<file path="src/rtl/alu_pkg.sv">
// Shared definitions for the ALU result path: widths, opcode tags,
// output-stage state encoding and status-flag bit positions.
package alu_pkg;

    localparam int ALU_WIDTH = 16;
    localparam int ALU_OP_W  = 3;

    localparam logic [ALU_OP_W-1:0] OP_NOT = 3'd0;
    localparam logic [ALU_OP_W-1:0] OP_AND = 3'd1;
    localparam logic [ALU_OP_W-1:0] OP_OR  = 3'd2;
    localparam logic [ALU_OP_W-1:0] OP_ADD = 3'd3;

    typedef enum logic [1:0] {
        ST_EMPTY = 2'd0,
        ST_ONE   = 2'd1,
        ST_TWO   = 2'd2
    } stage_state_t;

    localparam int FLAG_ZERO   = 0;
    localparam int FLAG_NEG    = 1;
    localparam int FLAG_PARITY = 2;
    localparam int FLAG_W      = 3;

endpackage

</file>
<file path="src/rtl/alu_result_stage_if.sv">
// Handshake bundle between the logic units (in_*) and write-back (out_*).
// The stage uses the slave modport; its environment uses master.
interface alu_result_stage_if
    import alu_pkg::*;
#(
    parameter int WIDTH = ALU_WIDTH,
    parameter int OP_W  = ALU_OP_W
);
    logic             in_valid;
    logic             in_ready;
    logic [WIDTH-1:0] in_result;
    logic [OP_W-1:0]  in_op;
    logic             out_valid;
    logic             out_ready;
    logic [WIDTH-1:0] out_result;
    logic [OP_W-1:0]  out_op;
    logic             out_zero;
    logic             out_neg;
    logic             out_parity;

    modport slave (
        input  in_valid, in_result, in_op, out_ready,
        output in_ready, out_valid, out_result, out_op, out_zero, out_neg, out_parity
    );

    modport master (
        output in_valid, in_result, in_op, out_ready,
        input  in_ready, out_valid, out_result, out_op, out_zero, out_neg, out_parity
    );
endinterface

</file>
<file path="src/rtl/alu_flag_gen.sv">
// Combinational zero/negative/parity status for one result word.
module alu_flag_gen
    import alu_pkg::*;
#(
    parameter int WIDTH = ALU_WIDTH
) (
    input  logic [WIDTH-1:0]  i_word,
    output logic [FLAG_W-1:0] o_flags
);
    assign o_flags[FLAG_ZERO]   = (i_word == '0);
    assign o_flags[FLAG_NEG]    = i_word[WIDTH-1];
    assign o_flags[FLAG_PARITY] = ^i_word;
endmodule

</file>
<file path="src/rtl/alu_result_stage.sv">
// Registered two-entry skid stage after the ALU logic units; flags are
// captured with each word. Optional counter: ALU_RESULT_STATS_EN.
module alu_result_stage
    import alu_pkg::*;
#(
    parameter int WIDTH = ALU_WIDTH,
    parameter int OP_W  = ALU_OP_W
) (
    input  logic              clk,
    input  logic              rst_n,
    alu_result_stage_if.slave bus
`ifdef ALU_RESULT_STATS_EN
    ,
    input  logic              stat_clr,
    output logic [15:0]       stat_count
`endif
);
    stage_state_t      r_state;
    stage_state_t      w_state_nxt;
    logic              r_in_ready;
    logic              r_out_valid;
    logic [WIDTH-1:0]  r_main_result;
    logic [OP_W-1:0]   r_main_op;
    logic [FLAG_W-1:0] r_main_flags;
    logic [WIDTH-1:0]  r_skid_result;
    logic [OP_W-1:0]   r_skid_op;
    logic [FLAG_W-1:0] r_skid_flags;
    logic [FLAG_W-1:0] w_in_flags;
    logic              w_in_acc;
    logic              w_out_acc;
    logic              w_load_main_in;
    logic              w_load_main_skid;
    logic              w_load_skid;

    alu_flag_gen #(.WIDTH(WIDTH)) u_flag_gen (
        .i_word  (bus.in_result),
        .o_flags (w_in_flags)
    );

    assign w_in_acc  = bus.in_valid & r_in_ready;
    assign w_out_acc = r_out_valid & bus.out_ready;

    // NOTE: every always_comb output gets a default first so no path infers a latch.
    always_comb begin
        w_state_nxt      = r_state;
        w_load_main_in   = 1'b0;
        w_load_main_skid = 1'b0;
        w_load_skid      = 1'b0;
        unique case (r_state)
            ST_EMPTY: begin
                if (w_in_acc) begin
                    w_load_main_in = 1'b1;
                    w_state_nxt    = ST_ONE;
                end
            end
            ST_ONE: begin
                if (w_in_acc && w_out_acc) begin
                    w_load_main_in = 1'b1;
                end else if (w_in_acc) begin
                    w_load_skid = 1'b1;
                    w_state_nxt = ST_TWO;
                end else if (w_out_acc) begin
                    w_state_nxt = ST_EMPTY;
                end
            end
            ST_TWO: begin
                if (w_out_acc) begin
                    w_load_main_skid = 1'b1;
                    w_state_nxt      = ST_ONE;
                end
            end
            default: w_state_nxt = ST_EMPTY;
        endcase
    end

    // NOTE: sequential state uses non-blocking assignments only.
    always_ff @(posedge clk or negedge rst_n) begin
        if (!rst_n) begin
            r_state     <= ST_EMPTY;
            r_in_ready  <= 1'b1;
            r_out_valid <= 1'b0;
        end else begin
            r_state     <= w_state_nxt;
            r_in_ready  <= (w_state_nxt != ST_TWO);
            r_out_valid <= (w_state_nxt != ST_EMPTY);
        end
    end

    // NOTE: data registers are reset too, so out_* and the skid entry read as zero after reset.
    always_ff @(posedge clk or negedge rst_n) begin
        if (!rst_n) begin
            r_main_result <= '0;
            r_main_op     <= '0;
            r_main_flags  <= '0;
            r_skid_result <= '0;
            r_skid_op     <= '0;
            r_skid_flags  <= '0;
        end else begin
            if (w_load_main_in) begin
                r_main_result <= bus.in_result;
                r_main_op     <= bus.in_op;
                r_main_flags  <= w_in_flags;
            end else if (w_load_main_skid) begin
                r_main_result <= r_skid_result;
                r_main_op     <= r_skid_op;
                r_main_flags  <= r_skid_flags;
            end
            if (w_load_skid) begin
                r_skid_result <= bus.in_result;
                r_skid_op     <= bus.in_op;
                r_skid_flags  <= w_in_flags;
            end
        end
    end

    assign bus.in_ready   = r_in_ready;
    assign bus.out_valid  = r_out_valid;
    assign bus.out_result = r_main_result;
    assign bus.out_op     = r_main_op;
    assign bus.out_zero   = r_main_flags[FLAG_ZERO];
    assign bus.out_neg    = r_main_flags[FLAG_NEG];
    assign bus.out_parity = r_main_flags[FLAG_PARITY];

`ifdef ALU_RESULT_STATS_EN
    logic [15:0] r_stat_count;

    // A clear coinciding with an output accept counts that accept.
    always_ff @(posedge clk or negedge rst_n) begin
        if (!rst_n) begin
            r_stat_count <= '0;
        end else if (stat_clr) begin
            r_stat_count <= {15'd0, w_out_acc};
        end else if (w_out_acc) begin
            r_stat_count <= r_stat_count + 16'd1;
        end
    end

    assign stat_count = r_stat_count;
`endif

endmodule

</file>
<file path="src/flat_wrapper.sv">
// flat-port wrapper written by rule: the top's interface ports become plain ports
module alu_result_stage_flat import alu_pkg::*;
#(
    parameter int WIDTH = ALU_WIDTH,
    parameter int OP_W  = ALU_OP_W
)
  (clk, rst_n, bus_in_valid, bus_in_result, bus_in_op, bus_out_ready, bus_in_ready, bus_out_valid, bus_out_result, bus_out_op, bus_out_zero, bus_out_neg, bus_out_parity);
  alu_result_stage_if #(.WIDTH(WIDTH), .OP_W(OP_W)) bus_i ();
  input  logic clk;
  input  logic rst_n;
  input wire logic [$bits(bus_i.in_valid)-1:0] bus_in_valid;
  input wire logic [$bits(bus_i.in_result)-1:0] bus_in_result;
  input wire logic [$bits(bus_i.in_op)-1:0] bus_in_op;
  input wire logic [$bits(bus_i.out_ready)-1:0] bus_out_ready;
  output wire logic [$bits(bus_i.in_ready)-1:0] bus_in_ready;
  output wire logic [$bits(bus_i.out_valid)-1:0] bus_out_valid;
  output wire logic [$bits(bus_i.out_result)-1:0] bus_out_result;
  output wire logic [$bits(bus_i.out_op)-1:0] bus_out_op;
  output wire logic [$bits(bus_i.out_zero)-1:0] bus_out_zero;
  output wire logic [$bits(bus_i.out_neg)-1:0] bus_out_neg;
  output wire logic [$bits(bus_i.out_parity)-1:0] bus_out_parity;
  assign bus_i.in_valid = bus_in_valid;
  assign bus_i.in_result = bus_in_result;
  assign bus_i.in_op = bus_in_op;
  assign bus_i.out_ready = bus_out_ready;
  assign bus_in_ready = bus_i.in_ready;
  assign bus_out_valid = bus_i.out_valid;
  assign bus_out_result = bus_i.out_result;
  assign bus_out_op = bus_i.out_op;
  assign bus_out_zero = bus_i.out_zero;
  assign bus_out_neg = bus_i.out_neg;
  assign bus_out_parity = bus_i.out_parity;
  alu_result_stage #(.WIDTH(WIDTH), .OP_W(OP_W)) u_core (.clk(clk), .rst_n(rst_n), .bus(bus_i));
endmodule
</file>
<file path="config.mk">
export PLATFORM = sky130hd
export DESIGN_NAME = alu_result_stage_flat
export DESIGN_NICKNAME = d
export VERILOG_FILES = /design/src/rtl/alu_pkg.sv /design/src/rtl/alu_result_stage_if.sv /design/src/rtl/alu_flag_gen.sv /design/src/rtl/alu_result_stage.sv /design/src/flat_wrapper.sv
export SDC_FILE = /design/constraint.sdc
export NUM_CORES = 1
export LEC_CHECK = 0
export BUFFER_PORTS_ARGS = -buffer_cell sky130_fd_sc_hd__buf_2
export CAP_MARGIN = 10
export CORE_MARGIN = 2
export CORE_UTILIZATION = 48
export DETAILED_ROUTE_END_ITERATION = 6
export PLACE_DENSITY = 0.73
export SLEW_MARGIN = 20
export SYNTH_ARGS = -nofsm -noshare
export SYNTH_HDL_FRONTEND = slang
export SYNTH_SLANG_ARGS = --single-unit
</file>
<file path="constraint.sdc">
create_clock -name clk -period 1.5 [get_ports clk]
set_input_delay 0.15 -clock clk [delete_from_list [all_inputs] [get_ports clk]]
set_output_delay 0.15 -clock clk [all_outputs]
set_load 0.01 [all_outputs]
</file>
==> metrics <==
Net Sw Power=1.82 mW; global route total overflow=0; detail-routed via count per cell=5.15; buffer cell driving the clock tree root=sky130_fd_sc_hd__clkbuf_8; max-cap violations=0; Worst Setup Start Kind=register; Max Freq=643 MHz; Layout Utilization=0.632; synthesized-area fraction occupied by adder cells=0.0476; Fill cells=348; measured slew at the worst slew-check pin=323 ps; via count of the routed design=1559; result of the run=complete, but fails checks; gpl congestion=0.771; share of synthesized area occupied by flip-flops and latches=0.548; CTS tree=yes; number of antenna violations at the first check in global routing=0; final WL=4450 um; post-detailed-route wirelength per cell=14.7 um; Post-Synthesis Mean Instance Area=11.3 um^2; post-synthesis async set-or-reset flop share=1.00; net count reported at finish=281; Synthesized Nets=217; count of input and output buffers=46; DRT iter0 DRCs=110; Die Span X=70.2 um; worst setup margin=-54.4 ps; count of flip-flops with a built-in enable after synthesis=0; post-detail-place hpwl=2960 um; setup clock skew after layout=2.77 ps; unrepaired setup endpoints after global routing=true; layout-stage area growth over the synthesis result=29.0%; Die Footprint=4930 um^2; Synth Flop Type=sky130_fd_sc_hd__dfrtp_1; total core area=4290 um^2; Sw Ratio=0.348; Clock Latency Late Sink=290 ps; I/O pin count=47; count of inserted antenna diode cells=0; data arrival time of the critical path=1730 ps; pin count of the biggest net entering global routing=21; wire length of the first global-routing pass=7250 um; maximum vdd ir drop=0.838 mV; Residual DRC=0; sequential group share of total power=0.415; Period Utilization, post-route=1.04; share of layout cells above drive strength 1=0.386; type of the tightest min-delay check=in2reg; fraction of power consumed by combinational cells=0.439; nature of the critical path endpoint=register; clock network power share=0.146; final critical-path required period=1550 ps; number of synthesized register bits=46; Antenna Violating Nets Remaining=0; synthesized-area fraction occupied by ao, oa, aoi and oai cells=0.212; Cells after Synth=186; WS Path Type=reg2reg; simple-gate share of the synthesized area=0.0618; H-tree Lvls=2; Worst Path Required=1680 ps; total leakage power=1.50 nW; multiplexer share of the synthesized area=0.0380; number of iterations in the first detailed-routing pass=4; clock buffer count from CTS=5; cell area after synthesis=2100 um^2; number of rows in the core area=24; P per Cell Area=1920 nW/um^2; via count of the first global-routing pass=1524; failing checks=negative setup slack; Post-Synth XOR/XNOR Area=0.0333; largest family of logic cells by synthesized area=compound AO/OA/AOI/OAI gates; initial core utilization=0.490; worst rel slew slack=0.785; clock tree sinks=46; Tot Pwr=5.22 mW; number of distinct library cells after synthesis=26; count of final max-slew check failures=0; GRT Total Usage=0.191; Warnings, synthesis=0; largest fanout on the critical path=6; number of buffers on the longest clock path=2; internal power=3.40 mW; clock edge transition at the registers on the reported setup and hold paths=80 ps; final count of negative-setup-slack endpoints=5; DIE HEIGHT=70.2 um; final hold violation count=0
-- cells by family after synthesis --
family	count (synthesis)
XOR/XNOR	8
AO/OA/AOI/OAI	61
multiplexers	6
flip-flops	46
buffers and inverters	28
AND/OR/NAND/NOR	29
adder cells (fa/ha/maj)	8
-- worst paths after layout --
check                                       start                        to  slack (ps)  cells past startpoint
setup / recovery              u_core.bus.in_ready    u_core.r_skid_flags[0]         -50                      3
setup reg to reg              u_core.bus.in_ready    u_core.r_skid_flags[0]         -50                      3
hold / removal                       bus_in_op[0]       u_core.r_skid_op[0]         110                      2
min in group asynchronous                   rst_n    u_core.r_main_flags[1]         280                      2
max in group asynchronous                   rst_n  u_core.bus.out_result[8]         660                      3
hold reg to reg            u_core.r_main_flags[0]    u_core.r_main_flags[0]         470                      1
-- state kept, by name (all words and copies together), names as in the netlist --
register and count:
u_core.r_skid_op 3, u_core.bus.in_ready 1, u_core.bus.out_op 3, u_core.r_skid_result 15
u_core.r_skid_flags 3, u_core.r_state 2, u_core.bus.out_valid 1, u_core.r_main_flags 3
u_core.bus.out_result 15
-- cells in the mapped netlist (all sizes together) (2+ instances only) --
cell	count	area, um^2
dfrtp	45	1130
a21o	20	150
a22o	20	175
nand2	19	71.3
o21ai	18	90.1
inv	17	63.8
ha	8	100
xnor2	7	61.3
clkbuf	6	22.5
buf	5	40.0
mux2	4	60.1
nor2	3	11.3
mux2i	2	20.0
nand2b	2	12.5
nand4	2	12.5
-- placed cells by master (no fill, tap or decap), drive strengths merged --
cell	count
dfstp	1
o21ai	18
nand2	19
inv	17
nand4	2
ha	8
o22ai	1
a21oi	1
a21o	20
buf	65
dfrtp	45
nor2	3
or3b	3
xor2	1
clkinv	1
a21boi	1
nand2b	2
clkbuf	7
a22o	20
mux2	4
nor3	1
dlygate4sd3	1
xnor2	7
mux2i	2
and2	1
-- metal layers --
layer  up-vias  part of all wire  track usage
li1        772                 -            -
met4         0             0.011       0.0577
met5         -                 0            0
met1       747              0.47        0.273
met2        35              0.48        0.293
met3         5             0.035       0.0404
-- power by group through the flow --
stage / sequential, mW / clock [mW] / combinational, mW
2_1_floorplan: 2.25 / 0 / 1.17
3_3_place_gp: 2.13 / 0 / 1.94
3_5_place_dp: 2.15 / 0 / 1.99
4_1_cts: 2.15 / 0.785 / 2.15
5_1_grt: 2.24 / 0.839 / 2.53
6_report: 2.17 / 0.762 / 2.29
-- repair_timing --
action	in CTS	in global routing
buffers inserted	0	2
setup endpoints to repair	30	41
hold buffers	1	0
cloned	3	1
resized for setup	12	21
endpoints found under the hold margin	12	0
pin swaps	3	12
-- final cells by class --
cell class              count  area, um^2  area share
inverters                  17        63.8      0.0235
repair buffers             66         433       0.159
multi-input cells         114         907       0.334
well taps                  52        65.1      0.0240
flip-flops and latches     46        1150       0.425
clock buffers               7        86.3      0.0318
clock inverters             1        5.00     0.00184
-- through the flow --
step | worst slack, ps | cell area [um^2] | std cells | hold slack, ps | setup TNS, ps
6_report | -54.4 | 2720 | 303 | 107 | -185
5_1_grt | -89.8 | 2720 | 303 | 98.6 | -1590
4_1_cts | -62.9 | 2640 | 300 | 102 | -245
3_5_place_dp | -60.0 | 2460 | 288 | 66.8 | -489
3_3_place_gp | -23.8 | 2460 | 288 | 65.1 | -48.7
2_1_floorplan | -53.4 | 2110 | 186 | -146 | -214
-- worst max-delay path: stages, from the launching register on --
cell and delay, ps:
sky130_fd_sc_hd__dfstp_2 560, sky130_fd_sc_hd__nand2_4 60, sky130_fd_sc_hd__or3b_4 480, sky130_fd_sc_hd__mux2_4 340
(Power assumes the default switching activity.)
